--- src/rtl/serial_tx.sv ---
// Serial transmitter for an idle-high line.
// Frame: start bit, WIDTH data bits LSB-first, optional even-parity bit, stop bit.
module serial_tx #(
    parameter int unsigned WIDTH        = 8,
    parameter int unsigned CLKS_PER_BIT = 4,
    parameter bit          PARITY_EN    = 1'b1
) (
    input  logic             Clock,
    input  logic             Reset,
    input  logic             Start,
    input  logic [WIDTH-1:0] Data,
    output logic             Tx,
    output logic             Busy,
    output logic             Done
);

    localparam int unsigned CNT_W = (CLKS_PER_BIT > 1) ? $clog2(CLKS_PER_BIT) : 1;
    localparam int unsigned IDX_W = (WIDTH > 1) ? $clog2(WIDTH) : 1;
    localparam logic [CNT_W-1:0] CNT_LAST = CNT_W'(CLKS_PER_BIT - 1);
    localparam logic [IDX_W-1:0] IDX_LAST = IDX_W'(WIDTH - 1);

    typedef enum logic [2:0] {
        S_IDLE,
        S_START,
        S_DATA,
        S_PARITY,
        S_STOP
    } state_t;

    state_t             state_q, state_d;
    logic [CNT_W-1:0]   cnt_q, cnt_d;
    logic [IDX_W-1:0]   idx_q, idx_d;
    logic [WIDTH-1:0]   shreg_q, shreg_d;
    logic               par_q, par_d;
    logic               tx_q, tx_d;
    logic               busy_q, busy_d;
    logic               done_q, done_d;
    logic               bit_end;
    logic [WIDTH-1:0]   shifted;

    // Next-state: Tx is updated on the same edge that crosses each bit boundary.
    always_comb begin
        state_d = state_q;
        cnt_d   = cnt_q;
        idx_d   = idx_q;
        shreg_d = shreg_q;
        par_d   = par_q;
        tx_d    = tx_q;
        busy_d  = busy_q;
        done_d  = 1'b0;
        bit_end = (cnt_q == CNT_LAST);
        shifted = shreg_q >> 1;

        if (state_q == S_IDLE) begin
            if (Start) begin
                shreg_d = Data;
                par_d   = ^Data;
                state_d = S_START;
                cnt_d   = '0;
                idx_d   = '0;
                tx_d    = 1'b0;
                busy_d  = 1'b1;
            end
        end else if (!bit_end) begin
            cnt_d = cnt_q + CNT_W'(1);
        end else begin
            cnt_d = '0;
            unique case (state_q)
                S_START: begin
                    state_d = S_DATA;
                    idx_d   = '0;
                    tx_d    = shreg_q[0];
                end
                S_DATA: begin
                    shreg_d = shifted;
                    if (idx_q == IDX_LAST) begin
                        if (PARITY_EN) begin
                            state_d = S_PARITY;
                            tx_d    = par_q;
                        end else begin
                            state_d = S_STOP;
                            tx_d    = 1'b1;
                        end
                    end else begin
                        idx_d = idx_q + IDX_W'(1);
                        tx_d  = shifted[0];
                    end
                end
                S_PARITY: begin
                    state_d = S_STOP;
                    tx_d    = 1'b1;
                end
                S_STOP: begin
                    state_d = S_IDLE;
                    tx_d    = 1'b1;
                    busy_d  = 1'b0;
                    done_d  = 1'b1;
                end
                default: begin
                    state_d = S_IDLE;
                    tx_d    = 1'b1;
                    busy_d  = 1'b0;
                end
            endcase
        end
    end

    always_ff @(posedge Clock or posedge Reset) begin
        if (Reset) begin
            state_q <= S_IDLE;
            cnt_q   <= '0;
            idx_q   <= '0;
            shreg_q <= '0;
            par_q   <= 1'b0;
            tx_q    <= 1'b1;
            busy_q  <= 1'b0;
            done_q  <= 1'b0;
        end else begin
            state_q <= state_d;
            cnt_q   <= cnt_d;
            idx_q   <= idx_d;
            shreg_q <= shreg_d;
            par_q   <= par_d;
            tx_q    <= tx_d;
            busy_q  <= busy_d;
            done_q  <= done_d;
        end
    end

    assign Tx   = tx_q;
    assign Busy = busy_q;
    assign Done = done_q;

endmodule

--- config.mk ---
export PLATFORM = sky130hd
export DESIGN_NAME = serial_tx
export DESIGN_NICKNAME = d
export VERILOG_FILES = /design/src/rtl/serial_tx.sv
export SDC_FILE = /design/constraint.sdc
export NUM_CORES = 1
export LEC_CHECK = 0
export ABC_AREA = 1
export CAP_MARGIN = 20
export CORE_MARGIN = 2
export CORE_UTILIZATION = 48
export DETAILED_ROUTE_END_ITERATION = 6
export PLACE_DENSITY_LB_ADDON = 0.25
export SYNTH_ARGS = -nofsm -noshare
export SYNTH_HDL_FRONTEND = slang
export SYNTH_SLANG_ARGS = --single-unit
--- constraint.sdc ---
create_clock -name Clock -period 2.4 [get_ports Clock]
set_clock_uncertainty 0.05 [all_clocks]
set_input_delay 0.36 -clock Clock [delete_from_list [all_inputs] [get_ports Clock]]
set_output_delay 0.36 -clock Clock [all_outputs]
set_load 0.1 [all_outputs]
==> results of run 1 <==
==> power groups by stage <==
stage	combinational [W]	clock (W)	sequential (W)
after floorplan	0.000633	0	0.000592
after global routing	0.000920	0.000184	0.000559
after CTS	0.000809	0.000168	0.000550
after global placement	0.000783	0	0.000548
after detailed placement	0.000805	0	0.000554
final	0.000800	0.000167	0.000548
==> metrics by stage <==
step	worst slack, ns	power, W	hold slack (ns)
6_report	0.722	0.00151	0.423
5_1_grt	0.559	0.00166	0.435
4_1_cts	0.692	0.00153	0.428
3_5_place_dp	0.650	0.00136	0.411
3_3_place_gp	0.684	0.00133	0.411
2_1_floorplan	0.990	0.00122	0.273
==> flip-flops by register name, indices dropped and copies added (netlist names) <==
register / cells
Tx: 1
shreg_q: 8
state_q: 3
Done: 1
cnt_q: 2
Busy: 1
par_q: 1
idx_q: 3
==> routing by layer <==
layer | share of wire [%] | GRT usage (%) | vias to the layer above
li1 | - | - | 557
met1 | 44 | 20.4 | 454
met2 | 52 | 33.3 | 15
met3 | 2.2 | 1.94 | 4
met4 | 1.0 | 9.58 | 0
met5 | 0 | 0 | -
==> cells by family after synthesis <==
group | after synthesis
fa+ha+maj | 3
compound gates | 25
simple gates | 97
buf+inv | 24
xor+xnor | 1
flops | 20
==> placed cells by master, fill, tap and decap left out <==
cell type	n
o21ai_1	3
nand2_2	3
xnor2_1	1
clkbuf_1	1
nor2_1	5
o21a_1	1
nor2_8	1
ha_1	3
o211ai_1	1
nor2_4	1
clkbuf_4	3
o21ai_0	17
dfrtp_1	19
inv_2	1
a21oi_1	3
nand2_4	2
nand2_1	76
inv_1	20
buf_4	3
nor3_1	2
inv_4	1
nand3_1	5
clkdlybuf4s50_1	10
nor2_2	2
dfstp_2	1
==> how the worst max path moves through the flow <==
stage	to	start
floorplan	state_q[1]	idx_q[0]
global placement	shreg_q[1]	Start
detailed placement	shreg_q[1]	Start
CTS	shreg_q[1]	state_q[1]
global route	shreg_q[1]	state_q[1]
finish	shreg_q[1]	state_q[1]
==> layout make-up <==
class,count,area [µm²]
Tap cell,30,37.5
Sequential cell,20,502
Clock buffer,4,26.3
Timing Repair Buffer,13,123
Multi-Input combinational cell,126,601
Fill cell,231,1060
Inverter,22,85.1
==> impl_metrics.toml, run 1 <==
[logic_synthesis]
muxShareOfSynthArea_pct = 0
syn_area_um2 = 1200
synth_edf_count = 0
yosysMostFrequentCell = "nand2_1"
ys_seq_elements = 20
synthTopCellsByArea = "dfrtp_1 40%, nand2_1 24%, o21ai_0 7.1%"
ys.flop_type = "dfrtp_1"
ys.warnings.count = 0
ys_seq_area_share_pct = 41.7
synth_top_area_share_pct = 39.5
synthDistinctLibCells = 23
syn-instance-count = 170
synth_common_cells = "76 x nand2_1, 20 x inv_1, 19 x dfrtp_1, 17 x o21ai_0"
yosys.area_share.adder_pct = 3.12
syn_nets = 184
async_flop_share_pct = 100
synthSimpleGateAreaFrac_pct = 35.2
synth_compound_area_share_pct = 10.8
yosysTopAreaCell = "dfrtp_1"
synth_xor_area_share_pct = 0.728
synth_top_family_by_area = "simple AND/OR/NAND/NOR gates"
avgSynthCellArea_um2 = 7.08

[worst_setup_path]
r2r-start = "state_q[1]"
crit_path_start_kind = "flop"
slowest_delay_ns = 0.42
cp.required_ns = 2.54
critical_path_arrival_ns = 1.82
cp-end-kind = "flop"
path_class = "reg -> reg"
crit_cells = 6
reg2reg_depth = 6
r2r_setup_slack_ns = 0.72
slowest_stage = "dfrtp_1"
critPathTopFamily = "simple AND/OR/NAND/NOR gates"
cp_max_fo = 19
r2r_end = "shreg_q[1]"
cp_num_buf_inv = 1
cp_cell_sequence = "inv_1, nand2_4, nand2_1, nand2_2, nor2_2, o21ai_0"

[route]
wirelength_um = 2310
vias_per_cell = 4.79
drc = 0
vias = 1030
drt_iter0_drc = 7
drt-wirelength-per-cell_um = 10.8
first_pass_iters = 4
antenna_left = 0

[timing]
setup-tns-final_ns = 0
max_freq_mhz = 596
rsz0062_at_grt = "no"
fin_crit_sh_pct = 69.9
hold_viol_final = 0
setup_viol = 0
final.min_clock_period_ns = 1.68
report.final.slew_viol_count = 0
relSlewSlack_pct = 51.4
tightest_slew_ns = 0.728

[global_route]
grt_pass1_wl_um = 3830
grt_overflow_total = 0
grt.total_usage_pct = 18.2
grt_start_max_net_pins = 21
grt_pass1_vias = 963
antenna_found_initial = 0

[finish]
fin_util_pct = 56.5
area_growth_pct = 14.1
design_area_um2 = 1370
final_nets = 200
drive_gt1_share_pct = 9.73
finalNonFillerCells = 215
diodes = 0

[clocking]
clk_pin_slew_worst_paths_ns = 0.12
cts_buffer_depth = 2
numCtsBuffers = 3
cts_hold_buf = 0
insertion_delay_ns = 0.30
cts.htree.levels = 1
cts_resized = 0
cts_tree = "yes"
clockRootBuffer = "clkbuf_4"
post_cts_buffers = 0
clock_sinks = 20

[placed_design]
dp_hpwl_um = 1820
postPlaceCellArea_um2 = 1350
place_inst = 211
gp_congestion = 0.779
portBuffers = 13

[floorplanning]
core_area_um2 = 2430
fp.dieW_um = 54.1
dieArea_um2 = 2920
start_util_pct = 49.5
io_pins = 14
die_height_um = 54.1
fp-row-count = 18

[power]
switchingPower_w = 0.000732
p_leak_nw = 0.759
vdd_drop_max_mv = 0.640
power_frac_seq_pct = 36.2
p_comb_share_pct = 52.8
p_int_w = 0.000783
switching_share_pct = 48.3
p_clk_share_pct = 11.0
power_density_nw_per_um2 = 1100

[hold_path]
worstHoldPathType = "in -> async"

[status]
outcome = "completed"

[flow_run]
cap_violations = 0
(Power assumes the default switching activity.)
==> run 2: changes to the inputs <==
==> constraint.sdc (replaced) <==
create_clock -name Clock -period 1.45 [get_ports Clock]
set_clock_uncertainty 0.05 [all_clocks]
set_input_delay 0.2175 -clock Clock [delete_from_list [all_inputs] [get_ports Clock]]
set_output_delay 0.2175 -clock Clock [all_outputs]
set_load 0.1 [all_outputs]
==> impl_metrics.toml, run 2 (same netlist as run 1, synthesis figures left out) <==
[power]
switching_share_pct = 44.8
p_leak_nw = 0.852
power_frac_seq_pct = 29.3
vdd_drop_max_mv = 1.05
power_density_nw_per_um2 = 1940
total_power_w = 0.00308
p_int_w = 0.00170
switchingPower_w = 0.00138
p_clk_share_pct = 9.3
p_comb_share_pct = 61.4

[finish]
largestRegisters = "shreg_q x8, idx_q x3, state_q x3"
top_register = "shreg_q"
fillers = 211
area_growth_pct = 31.9
drive_gt1_share_pct = 20.8
design_area_um2 = 1590
mostFrequentLayoutCells = "75 x nand2_1, 19 x dfrtp_1, 18 x inv_1"
diodes = 0
largest_reg_flops = 8
final_nets = 217
layout_commonest_cell = "nand2_1"

[clocking]
cts_hold_buf = 0
insertion_delay_ns = 0.31
cts_buffer_depth = 2
cts_tree = "yes"
clk_pin_slew_worst_paths_ns = 0.11
cts.htree.levels = 1
numCtsBuffers = 3
clock_sinks = 20
clockRootBuffer = "clkbuf_4"

[timing]
rsz0062_at_grt = "yes"
setup_viol = 0
fin_crit_sh_pct = 95.9
hold_ws_ns = 0.170
tightest_slew_ns = 0.253
setup-tns-final_ns = 0
report.final.slew_viol_count = 0
max_freq_mhz = 719
relSlewSlack_pct = 83.1
hold_viol_final = 0
final.min_clock_period_ns = 1.39

[route]
antenna_left = 0
vias = 1129
drc = 0
met3_wirelength_um = 68
vias_per_cell = 4.87
wirelength_um = 2550
drt-met1-wl_um = 1080
dr_wl_met2_um = 1330
drt_iter0_drc = 23
highest_layer = "met4"
drt-wirelength-per-cell_um = 11.0
first_pass_iters = 4

[global_route]
grt_start_max_net_pins = 21
grt_pass1_vias = 1036
grt_overflow_total = 0
grt.total_usage_pct = 18.8
grt_pass1_wl_um = 3990
antenna_found_initial = 0

[floorplanning]
die_height_um = 54.1
dieArea_um2 = 2920
fp.dieW_um = 54.1
io_pins = 14
start_util_pct = 49.5
fp-row-count = 18
core_area_um2 = 2430

[placed_design]
portBuffers = 13
gp_congestion = 0.780
postPlaceCellArea_um2 = 1450
dp_hpwl_um = 1890

[worst_setup_path]
cp.required_ns = 1.66
critical_path_arrival_ns = 1.60
cp-end-kind = "flop"
cp_max_fo = 4
path_class = "reg -> reg"
crit_path_start_kind = "flop"

[flow_run]
cap_violations = 0

[status]
outcome = "completed"

[hold_path]
worstHoldPathType = "in -> async"
-- run 2: timing repair --
item	4_1_cts	5_1_grt
endpoints found under the setup margin	9	14
hold endpoints to repair	0	0
resized for setup	1	15
buffers inserted	4	5
pin swaps	2	3
-- run 2: routing by layer --
layer | vias to the layer above | GRT usage [%]
li1 | 588 | -
met1 | 514 | 19.7
met2 | 20 | 36.6
met3 | 7 | 1.94
met4 | 0 | 9.58
met5 | - | 0
-- run 2: metrics by stage --
stage | util [%] | std cells | setup slack (ns)
3_3_place_gp | 59.4 | 219 | 0.00958
4_1_cts | 61.9 | 227 | 0.00163
2_1_floorplan | - | 170 | 0.0400
5_1_grt | 65.3 | 232 | -0.0298
6_report | 65.3 | 232 | 0.0589
3_5_place_dp | 59.4 | 219 | -0.0483
-- run 2: power by group through the flow --
stage / registers [W] / logic (W) / clock network, W
finish: 0.000903 / 0.00189 / 0.000286
global route: 0.000926 / 0.00207 / 0.000313
CTS: 0.000900 / 0.00166 / 0.000286
detailed placement: 0.000924 / 0.00154 / 0
global placement: 0.000916 / 0.00149 / 0
floorplan: 0.000980 / 0.00105 / 0
-- run 2: final timing paths --
path | slack, ns | from | endpoint | cells after the start
max reg2reg | 0.06 | state_q[2] | idx_q[1] | 9
min in group Clock | 0.43 | state_q[1] | Done | 1
min reg2reg | 0.43 | state_q[1] | Done | 1
min | 0.17 | Reset | idx_q[1] | 3
max | 0.06 | state_q[2] | idx_q[1] | 9
max in group asynchronous | 0.92 | Reset | Tx | 3
-- run 2: layout make-up --
cell class / count / area [µm²] / share of cell area (%)
Multi-Input combinational cell: 126 / 634 / 40.0
Tap cell: 30 / 37.5 / 2.36
Clock buffer: 4 / 26.3 / 1.65
Timing Repair Buffer: 30 / 299 / 18.8
Inverter: 22 / 88.8 / 5.59
Sequential cell: 20 / 502 / 31.6
-- run 2: worst max-delay path, cell delays in order (launching register included) --
cell	delay (ns)
dfrtp_1	0.42
buf_6	0.13
clkinvlp_4	0.13
nand2_4	0.10
nor2_2	0.04
a21oi_2	0.17
inv_1	0.08
nand2_2	0.09
nand2_1	0.06
nand2_1	0.07
